File: config.mk
export PLATFORM = sky130hd
export DESIGN_NAME = vrc7_reg_port
export DESIGN_NICKNAME = d
export VERILOG_FILES = /design/src/rtl/vrc7_pkg.sv /design/src/rtl/sync_fifo.sv /design/src/rtl/vrc7_reg_port.sv
export SDC_FILE = /design/constraint.sdc
export NUM_CORES = 1
export LEC_CHECK = 0
export CAP_MARGIN = 20
export CELL_PAD_IN_SITES_DETAIL_PLACEMENT = 0
export CELL_PAD_IN_SITES_GLOBAL_PLACEMENT = 1
export CORE_ASPECT_RATIO = 1.75
export CORE_MARGIN = 1
export CORE_UTILIZATION = 52
export DETAILED_ROUTE_END_ITERATION = 8
export PLACE_DENSITY_LB_ADDON = 0.12
export SLEW_MARGIN = 20
export SYNTH_ARGS = -nofsm -noshare
export SYNTH_HDL_FRONTEND = slang
export SYNTH_HIERARCHICAL = 1
export SYNTH_SLANG_ARGS = --single-unit
File: constraint.sdc
create_clock -name clk -period 3.3 [get_ports clk]
set_clock_uncertainty 0.15 [all_clocks]
set_input_delay 0.66 -clock clk [delete_from_list [all_inputs] [get_ports clk]]
set_output_delay 0.66 -clock clk [all_outputs]
set_load 0.01 [all_outputs]
File: src/rtl/vrc7_pkg.sv
// Shared constants and types for the VRC7 register port: bus decode values,
// register-space limit, issue FSM states and the queued write entry.
package vrc7_pkg;

  localparam logic [15:0] PORT_MASK = 16'hF030;
  localparam logic [15:0] PORT_ADDR = 16'h9010;
  localparam logic [15:0] PORT_DATA = 16'h9030;
  localparam logic [7:0]  REG_LIMIT = 8'h40;

  typedef enum logic [1:0] {
    ST_IDLE = 2'd0,
    ST_REQ  = 2'd1,
    ST_WAIT = 2'd2
  } issue_state_t;

  typedef struct packed {
    logic [5:0] idx;
    logic [7:0] dat;
  } fifo_entry_t;

endpackage

File: src/rtl/sync_fifo.sv
// Small single-clock FIFO. A push is refused when full, judged on the
// occupancy before any same-cycle pop; flush empties it in one cycle.
module sync_fifo #(
  parameter int WIDTH = 14,
  parameter int DEPTH = 4
) (
  input  logic             clk,
  input  logic             rst_n,
  input  logic             flush,
  input  logic             push,
  input  logic [WIDTH-1:0] push_data,
  input  logic             pop,
  output logic [WIDTH-1:0] pop_data,
  output logic             full,
  output logic             empty
);

  localparam int AW = $clog2(DEPTH);

  logic [WIDTH-1:0] mem [DEPTH];
  logic [AW-1:0]    wr_ptr;
  logic [AW-1:0]    rd_ptr;
  logic [AW:0]      count;
  logic             do_push;
  logic             do_pop;

  assign full     = (count == (AW+1)'(DEPTH));
  assign empty    = (count == '0);
  assign do_push  = push & ~full & ~flush;
  assign do_pop   = pop & ~empty & ~flush;
  assign pop_data = mem[rd_ptr];

  // Storage array; contents are don't-care while the pointers say empty.
  always_ff @(posedge clk) begin
    if (do_push) mem[wr_ptr] <= push_data;
  end

  // Pointer and occupancy bookkeeping; pointers wrap naturally (DEPTH is 2^n).
  always_ff @(posedge clk or negedge rst_n) begin
    if (!rst_n) begin
      wr_ptr <= '0;
      rd_ptr <= '0;
      count  <= '0;
    end else if (flush) begin
      wr_ptr <= '0;
      rd_ptr <= '0;
      count  <= '0;
    end else begin
      if (do_push) wr_ptr <= wr_ptr + AW'(1);
      if (do_pop)  rd_ptr <= rd_ptr + AW'(1);
      count <= count + {{AW{1'b0}}, do_push} - {{AW{1'b0}}, do_pop};
    end
  end

endmodule

File: src/rtl/vrc7_reg_port.sv
// VRC7 audio register port: decodes $9010/$9030 CPU writes, queues completed
// register writes, keeps a shadow copy, and paces issue to the OPLL core.
module vrc7_reg_port
  import vrc7_pkg::*;
#(
  parameter int FIFO_DEPTH = 4,
  parameter int WAIT_CYC   = 42
) (
  input  logic        clk,
  input  logic        rst_n,
  input  logic        map_en,
  input  logic        cpu_we,
  input  logic [15:0] cpu_addr,
  input  logic [7:0]  cpu_dat,
  input  logic        snd_rst,
  output logic        opl_req,
  output logic [5:0]  opl_addr,
  output logic [7:0]  opl_dat,
  input  logic        opl_ack,
  input  logic [5:0]  ss_idx,
  output logic [7:0]  ss_dout,
  output logic        ovf
);

  localparam logic [7:0] WAIT_INIT = 8'(WAIT_CYC - 1);

  issue_state_t state;
  logic [7:0]   cnt;
  logic [5:0]   reg_latch;
  logic         latch_ok;
  logic [7:0]   shadow [64];

  logic        wr_addr;
  logic        wr_data;
  logic        push_req;
  logic        push_ok;
  logic        fifo_full;
  logic        fifo_empty;
  logic        fifo_pop;
  fifo_entry_t push_entry;
  fifo_entry_t head;

  // CPU writes are ignored entirely while the sound reset is held.
  assign wr_addr  = cpu_we & map_en & ~snd_rst & ((cpu_addr & PORT_MASK) == PORT_ADDR);
  assign wr_data  = cpu_we & map_en & ~snd_rst & ((cpu_addr & PORT_MASK) == PORT_DATA);
  assign push_req = wr_data & latch_ok;
  assign push_ok  = push_req & ~fifo_full;
  assign fifo_pop = (state == ST_IDLE) & ~fifo_empty & ~snd_rst;

  assign push_entry.idx = reg_latch;
  assign push_entry.dat = cpu_dat;

  sync_fifo #(
    .WIDTH ($bits(fifo_entry_t)),
    .DEPTH (FIFO_DEPTH)
  ) u_fifo (
    .clk       (clk),
    .rst_n     (rst_n),
    .flush     (snd_rst),
    .push      (push_req),
    .push_data (push_entry),
    .pop       (fifo_pop),
    .pop_data  (head),
    .full      (fifo_full),
    .empty     (fifo_empty)
  );

  // Register-index latch; indices beyond the 64-register space disarm data writes.
  always_ff @(posedge clk or negedge rst_n) begin
    if (!rst_n) begin
      reg_latch <= '0;
      latch_ok  <= 1'b0;
    end else if (snd_rst) begin
      reg_latch <= '0;
      latch_ok  <= 1'b0;
    end else if (wr_addr) begin
      reg_latch <= cpu_dat[5:0];
      latch_ok  <= (cpu_dat < REG_LIMIT);
    end
  end

  // Sticky overflow flag: set when a valid data write finds the queue full.
  always_ff @(posedge clk or negedge rst_n) begin
    if (!rst_n)                     ovf <= 1'b0;
    else if (snd_rst)               ovf <= 1'b0;
    else if (push_req && fifo_full) ovf <= 1'b0 | 1'b1;
  end

  // Shadow registers track accepted writes, not issued ones.
  for (genvar gi = 0; gi < 64; gi++) begin : g_shadow
    always_ff @(posedge clk or negedge rst_n) begin
      if (!rst_n)                                   shadow[gi] <= '0;
      else if (snd_rst)                             shadow[gi] <= '0;
      else if (push_ok && (reg_latch == 6'(gi)))    shadow[gi] <= cpu_dat;
    end
  end

  assign ss_dout = shadow[ss_idx];

  // Issue FSM: pop into registered outputs, hold until ack, then recovery gap.
  always_ff @(posedge clk or negedge rst_n) begin
    if (!rst_n) begin
      state    <= ST_IDLE;
      cnt      <= '0;
      opl_req  <= 1'b0;
      opl_addr <= '0;
      opl_dat  <= '0;
    end else if (snd_rst) begin
      state   <= ST_IDLE;
      cnt     <= '0;
      opl_req <= 1'b0;
    end else begin
      case (state)
        ST_IDLE: begin
          if (!fifo_empty) begin
            opl_addr <= head.idx;
            opl_dat  <= head.dat;
            opl_req  <= 1'b1;
            state    <= ST_REQ;
          end
        end
        ST_REQ: begin
          if (opl_ack) begin
            opl_req <= 1'b0;
            cnt     <= WAIT_INIT;
            state   <= ST_WAIT;
          end
        end
        ST_WAIT: begin
          if (cnt == '0) state <= ST_IDLE;
          else           cnt   <= cnt - 8'd1;
        end
        default: begin
          state   <= ST_IDLE;
          opl_req <= 1'b0;
        end
      endcase
    end
  end

endmodule

==> results.sh, run 1 <==
export IMPL_yosys_area_share_simple=0.123
export IMPL_synth_commonest_cells="nor2_1 (570), dfrtp_1 (552), mux2i_1 (550), mux4_2 (121), clkbuf_1 (113)"
export IMPL_place_area_mm2=0.0319
export IMPL_async_reset_ff_frac=0.908
export IMPL_hold_path_class="in -> reg"
export IMPL_yosys_register_bits=608
export IMPL_dp_hpwl_um=52300
export IMPL_cts_tree="done"
export IMPL_area_growth_pct=17.2
export IMPL_syn_avg_cell_area_um2=12.4
export IMPL_crit_top_cell="buf_12"
export IMPL_drc=0
export IMPL_h_tree_depth=2
export IMPL_synth_top_family_by_area="multiplexers"
export IMPL_grt_usage=0.288
export IMPL_synth_compound_area_share=0.0220
export IMPL_drt_wirelength_per_cell_um=24.6
export IMPL_max_stage_delay_ns=0.52
export IMPL_gp_congestion=0.873
export IMPL_cts_inserted_buffers=56
export IMPL_die_area_mm2=0.0578
export IMPL_synth_area_mm2=0.0295
export IMPL_grt_overflow_total=0
export IMPL_setup_tns_ns=-0.632
export IMPL_synthAdderAreaFrac=0.00407
export IMPL_clock_sinks=608
export IMPL_cp_slowest_cell="mux4_2"
export IMPL_ys_top_cells_by_area="dfrtp_1 (47%), mux2i_1 (19%), mux4_2 (9.2%)"
export IMPL_wirelength_um=80200
export IMPL_cap_viol_max_count=0
export IMPL_cts_root_buf="clkbuf_16"
export IMPL_synth_top_area_frac=0.468
export IMPL_fmax_ghz=0.292
export IMPL_path_class="in -> out"
export IMPL_cp_data_arrival_time_ns=2.62
export IMPL_avgViaCountPerCell=5.94
export IMPL_grt_pass1_wl_um=125000
export IMPL_synth_cell_type_count=65
export IMPL_crit_fanout=14
export IMPL_required_ns=2.49
export IMPL_io_pins=60
export IMPL_grt_max_degree=218
export IMPL_synthCells=2383
export IMPL_synthMuxAreaShare=0.296
export IMPL_grt_pass1_vias=20400
export IMPL_dr_total_vias=19400
export IMPL_setup_worst_path_start_class="primary input"
export IMPL_synth_flop_cell="dfrtp_1"
export IMPL_first_iter_violations=1340
export IMPL_syn_nets=2428
export IMPL_p_per_area_mw_per_mm2=443
export IMPL_ant_nets=0
export IMPL_yosys_area_share_xor_xnor=0.00119
export IMPL_die_x_um=182
export IMPL_layout_drive_gt1_share=0.233
export IMPL_worstPathCellList="buf_12, buf_12, buf_12, buf_12, mux4_2, o22ai_1, o32ai_2, buf_2"
export IMPL_vdd_drop_max_mv=0.487
export IMPL_hold_violations=0
export IMPL_clk_latency_ns=0.62
export IMPL_synth_yosys_warnings=6
export IMPL_hold_worst_slack_ns=0.288
export IMPL_fin_nets=2568
export IMPL_synth_seq_area_share=0.525
export IMPL_violations="negative setup slack"
export IMPL_finalSetupViolations=8
export IMPL_status="complete, but fails checks"
export IMPL_min_period_over_period=1.04
export IMPL_crit_buf_inv=5
export IMPL_antenna_found_initial=0
export IMPL_yosys_area_top_type="dfrtp_1"
export IMPL_synth_edff_count=56
export IMPL_maxSlewHeadroom=0.251
export IMPL_power_leakage_uw=0.0163
export IMPL_fin_crit_ns=3.43
export IMPL_slew_violations=0
export IMPL_grt_setup_unrepaired="true"
export IMPL_die_y_um=317
export IMPL_portBuffers=49
export IMPL_end_kind="primary output"
export IMPL_cts_max_path_buffers=3
export IMPL_synth_most_common_cell="nor2_1"
export IMPL_worst_pin_slew_ns=1.12
export IMPL_rows=115
export IMPL_clk_pin_slew_ns=0.06
export IMPL_design_area_mm2=0.0346
export IMPL_drt_first_pass_iters=5
export IMPL_initial_core_util=0.526
export IMPL_setup_slack_ns=-0.129
export IMPL_fp_coreArea_mm2=0.0561
export IMPL_num_antenna_cells=0
export IMPL_cp_top_family="buffers and inverters"
stage by stage:
stage          setup WS [ns]   util  std cells  power (uW)
6_report              -0.129  0.616       3264       15300
5_1_grt               -0.167  0.616       3264       15800
4_1_cts               -0.212  0.613       3256       15500
3_5_place_dp           -1.03  0.569       3140        8690
3_3_place_gp           -1.02  0.569       3140        8670
2_1_floorplan          0.137      -       2383        8160
logic make-up after synthesis:
group | count (synthesis)
xor+xnor | 4
flops | 608
mux | 712
simple gates | 758
fa+ha+maj | 9
compound gates | 97
buf+inv | 195
final timing paths:
check	start	to	slack, ns	cells past startpoint
worst max-delay path	ss_idx[1]	ss_dout[1]	-0.13	8
worst min-delay path	cpu_dat[2]	u_fifo/mem[0][2]	0.29	1
worst max register to register	u_fifo/count[1]	u_fifo/count[2]	0.61	11
worst min register to register	cnt[7]	cnt[7]	0.35	2
max in group asynchronous	rst_n	shadow[499]	1.55	3
min in group asynchronous	rst_n	shadow[192]	0.43	2
routing by layer:
metal / share of wire / up-vias / global-route usage
met4: 0.046 / 0 / 0.130
met3: 0.035 / 152 / 0.0342
met2: 0.53 / 426 / 0.516
li1: - / 8714 / -
met1: 0.39 / 10100 / 0.347
met5: 0 / - / 0
report_power, final:
group	internal [uW]	total, uW	switching [uW]	leakage [uW]
Clock	3810	6710	2890	0.000909
Combinational	364	1060	699	0.00718
Sequential	7550	7570	13.0	0.00825
Total	11700	15300	3600	0.0163
placed cells by master (no fill, tap or decap), drive strengths merged, types with 4 or more instances in the layout:
master / n
nor2: 570
dfrtp: 552
mux2i: 550
buf: 233
mux4: 124
clkbuf: 75
edfxtp: 56
nor3: 50
nand3: 44
mux2: 38
nand2: 28
clkdlybuf4s50: 26
o22ai: 26
o21ai: 18
nand2b: 15
nor2b: 13
inv: 13
clkinv: 13
a21oi: 11
ha: 8
a22oi: 7
or4: 6
bufinv: 6
o32ai: 6
and2: 6
a22o: 6
o221ai: 5
a211oi: 4
nand4: 4
layout make-up:
type / count / area, um2
well taps: 702 / 878
inverters: 12 / 45.0
repair buffers: 265 / 2690
flip-flops and latches: 608 / 15500
clock inverters: 22 / 268
fillers: 4469 / 21500
clock buffers: 75 / 1580
multi-input cells: 1580 / 13600
sequential cells by signal, summed over array words and instances, names as in the netlist:
signal and cells:
state 2, opl_req 1, opl_addr 6, u_fifo/mem 56, reg_latch 6, u_fifo/count 3, opl_dat 8, ovf 1
u_fifo/rd_ptr 2, shadow 512, u_fifo/wr_ptr 2, cnt 8, latch_ok 1
timing repair:
item                       CTS  global route
pin swaps                   26            13
setup endpoints to repair    8             8
hold buffers                 1             0
gates resized for setup    121            20
gates cloned                 5             0
setup buffers               19             8
hold endpoints to repair    49             0
No activity file was read; power rests on OpenSTA's default activity.
==> run 2: changes to the inputs <==
--- a/config.mk
+++ b/config.mk
@@ -9,7 +9,6 @@
 export CELL_PAD_IN_SITES_DETAIL_PLACEMENT = 0
 export CELL_PAD_IN_SITES_GLOBAL_PLACEMENT = 1
 export CORE_ASPECT_RATIO = 1.75
-export CORE_MARGIN = 1
 export CORE_UTILIZATION = 52
 export DETAILED_ROUTE_END_ITERATION = 8
 export PLACE_DENSITY_LB_ADDON = 0.12
==> constraint.sdc (replaced) <==
create_clock -name clk -period 3.91 [get_ports clk]
set_clock_uncertainty 0.15 [all_clocks]
set_input_delay 0.782 -clock clk [delete_from_list [all_inputs] [get_ports clk]]
set_output_delay 0.782 -clock clk [all_outputs]
set_load 0.01 [all_outputs]
==> run 2 against run 1 <==
The run now ends clean. First-iteration DRC count fell by 15%. Flip-flop and latch count unchanged. Combinational power down 19%. Wire length down 2.2%. Clock-buffer cell count is 2 higher. Power shrank 16%. Critical endpoint is now ss_dout[3].
==> results.sh, run 2 (synthesis results as in run 1) <==
export IMPL_grt_pass1_vias=19800
export IMPL_place_area_mm2=0.0315
export IMPL_largest_reg_flops=512
export IMPL_mostFrequentLayoutCell="nor2_1"
export IMPL_grt_pass1_wl_um=122000
export IMPL_num_antenna_cells=0
export IMPL_h_tree_depth=2
export IMPL_required_ns=2.98
export IMPL_top_register="shadow"
export IMPL_die_x_um=182
export IMPL_fin_util=0.601
export IMPL_fillCellCount=4541
export IMPL_fp_coreArea_mm2=0.0561
export IMPL_wirelength_um=78400
export IMPL_io_pins=60
export IMPL_hold_violations=0
export IMPL_end_kind="primary output"
export IMPL_grt_max_degree=108
export IMPL_hold_path_class="in -> async"
export IMPL_first_iter_violations=1144
export IMPL_cts_root_buf="clkbuf_16"
export IMPL_ant_nets=0
export IMPL_die_area_mm2=0.0578
export IMPL_cts_inserted_buffers=57
export IMPL_fmax_ghz=0.256
export IMPL_clock_sinks=608
export IMPL_grt_use_met2=0.492
export IMPL_seqCellArea_mm2=0.0155
export IMPL_cp_data_arrival_time_ns=2.98
export IMPL_vdd_drop_max_mv=0.456
export IMPL_grtUsageMet1=0.352
export IMPL_crit_fanout=9
export IMPL_grt_usage=0.279
export IMPL_grt_overflow_total=0
export IMPL_avgViaCountPerCell=5.95
export IMPL_p_per_area_mw_per_mm2=383
export IMPL_path_class="in -> out"
export IMPL_final_cell_mix="nor2_1 (570), dfrtp_1 (551), mux2i_1 (550)"
export IMPL_fin_nets=2514
export IMPL_drc=0
export IMPL_drt_wirelength_per_cell_um=24.4
export IMPL_rows=115
export IMPL_design_area_mm2=0.0338
export IMPL_cts_tree="done"
export IMPL_total_power_uw=12900
export IMPL_min_period_over_period=1.00
export IMPL_die_y_um=317
export IMPL_clk_latency_ns=0.61
export IMPL_cts_max_path_buffers=3
export IMPL_top_usage_layer="met2"
export IMPL_worst_pin_slew_ns=1.11
export IMPL_use_met3=0.0348
export IMPL_dp_hpwl_um=51000
export IMPL_portBuffers=49
export IMPL_initial_core_util=0.526
export IMPL_status="completed"
export IMPL_setup_slack_ns=0.00115
export IMPL_fin_crit_ns=3.91
export IMPL_slew_violations=0
export IMPL_area_growth_pct=14.4
export IMPL_place_ws_ns=-0.602
export IMPL_gp_congestion=0.845
export IMPL_antenna_found_initial=0
export IMPL_setup_worst_path_start_class="primary input"
export IMPL_clk_pin_slew_ns=0.07
export IMPL_dr_total_vias=19200
export IMPL_multi_input_area_mm2=0.0134
export IMPL_cap_viol_max_count=0
export IMPL_top_regs="shadow: 512 flops, u_fifo/mem: 56 flops"
export IMPL_drt_first_pass_iters=7
export IMPL_finalSetupViolations=0
export IMPL_layout_drive_gt1_share=0.210
export IMPL_maxSlewHeadroom=0.262
export IMPL_power_leakage_uw=0.0159
## run 2: area by class of cell
| class | count | share of cell area |
|---|---|---|
| Clock buffer | 77 | 0.0490 |
| Inverter | 12 | 0.00133 |
| Tap cell | 702 | 0.0260 |
| Clock inverter | 29 | 0.00749 |
| Multi-Input combinational cell | 1580 | 0.397 |
| Sequential cell | 608 | 0.459 |
| Timing Repair Buffer | 210 | 0.0603 |
## run 2: layer usage
| layer | up-vias | routed length [um] | part of all wire |
|---|---|---|---|
| met1 | 9996 | 31700 | 0.40 |
| met2 | 418 | 40800 | 0.52 |
| li1 | 8619 | - | - |
| met5 | - | 0 | 0 |
| met4 | 0 | 2800 | 0.036 |
| met3 | 126 | 3000 | 0.038 |
## run 2: what timing repair did
item | 4_1_cts | 5_1_grt
hold buffers | 0 | 0
endpoints found under the hold margin | 0 | 0
gates cloned | 2 | 1
buffers inserted | 9 | 4
pin swaps | 6 | 2
resized for setup | 54 | 15
setup endpoints to repair | 8 | 7
## run 2: power breakdown
part | internal [uW] | leakage, uW | switching (uW)
registers | 6380 | 0.00825 | 10.9
clock network | 3220 | 0.000958 | 2460
logic | 285 | 0.00674 | 571
## run 2: per-stage QoR
step,setup TNS (ns),std cells,hold slack [ns]
after floorplan,0,2383,0.320
after global placement,-3.63,3096,0.336
after detailed placement,-4.00,3096,0.346
after CTS,0,3213,0.0164
after global routing,-0.00681,3218,0.0429
final,0,3218,0.0106
## run 2: final timing paths
kind,start,end,slack [ns],cells after the start
max,ss_idx[4],ss_dout[3],0.001,10
min,rst_n,cnt[4],0.01,1
max reg2reg,reg_latch[0],shadow[386],0.94,6
min reg2reg,opl_addr[0],opl_addr[0],0.35,1
max in group asynchronous,rst_n,shadow[30],2.51,2
min in group clk,snd_rst,opl_req,0.27,2
## run 2: worst max-delay path, stage by stage
cell and delay [ns]:
dlygate4sd2_1 0.27, buf_12 0.16, buf_4 0.20, nand3b_1 0.19
buf_4 0.15, o22ai_1 0.11, or4_4 0.56, o32ai_1 0.13
buf_4 0.18, clkdlybuf4s15_1 0.23
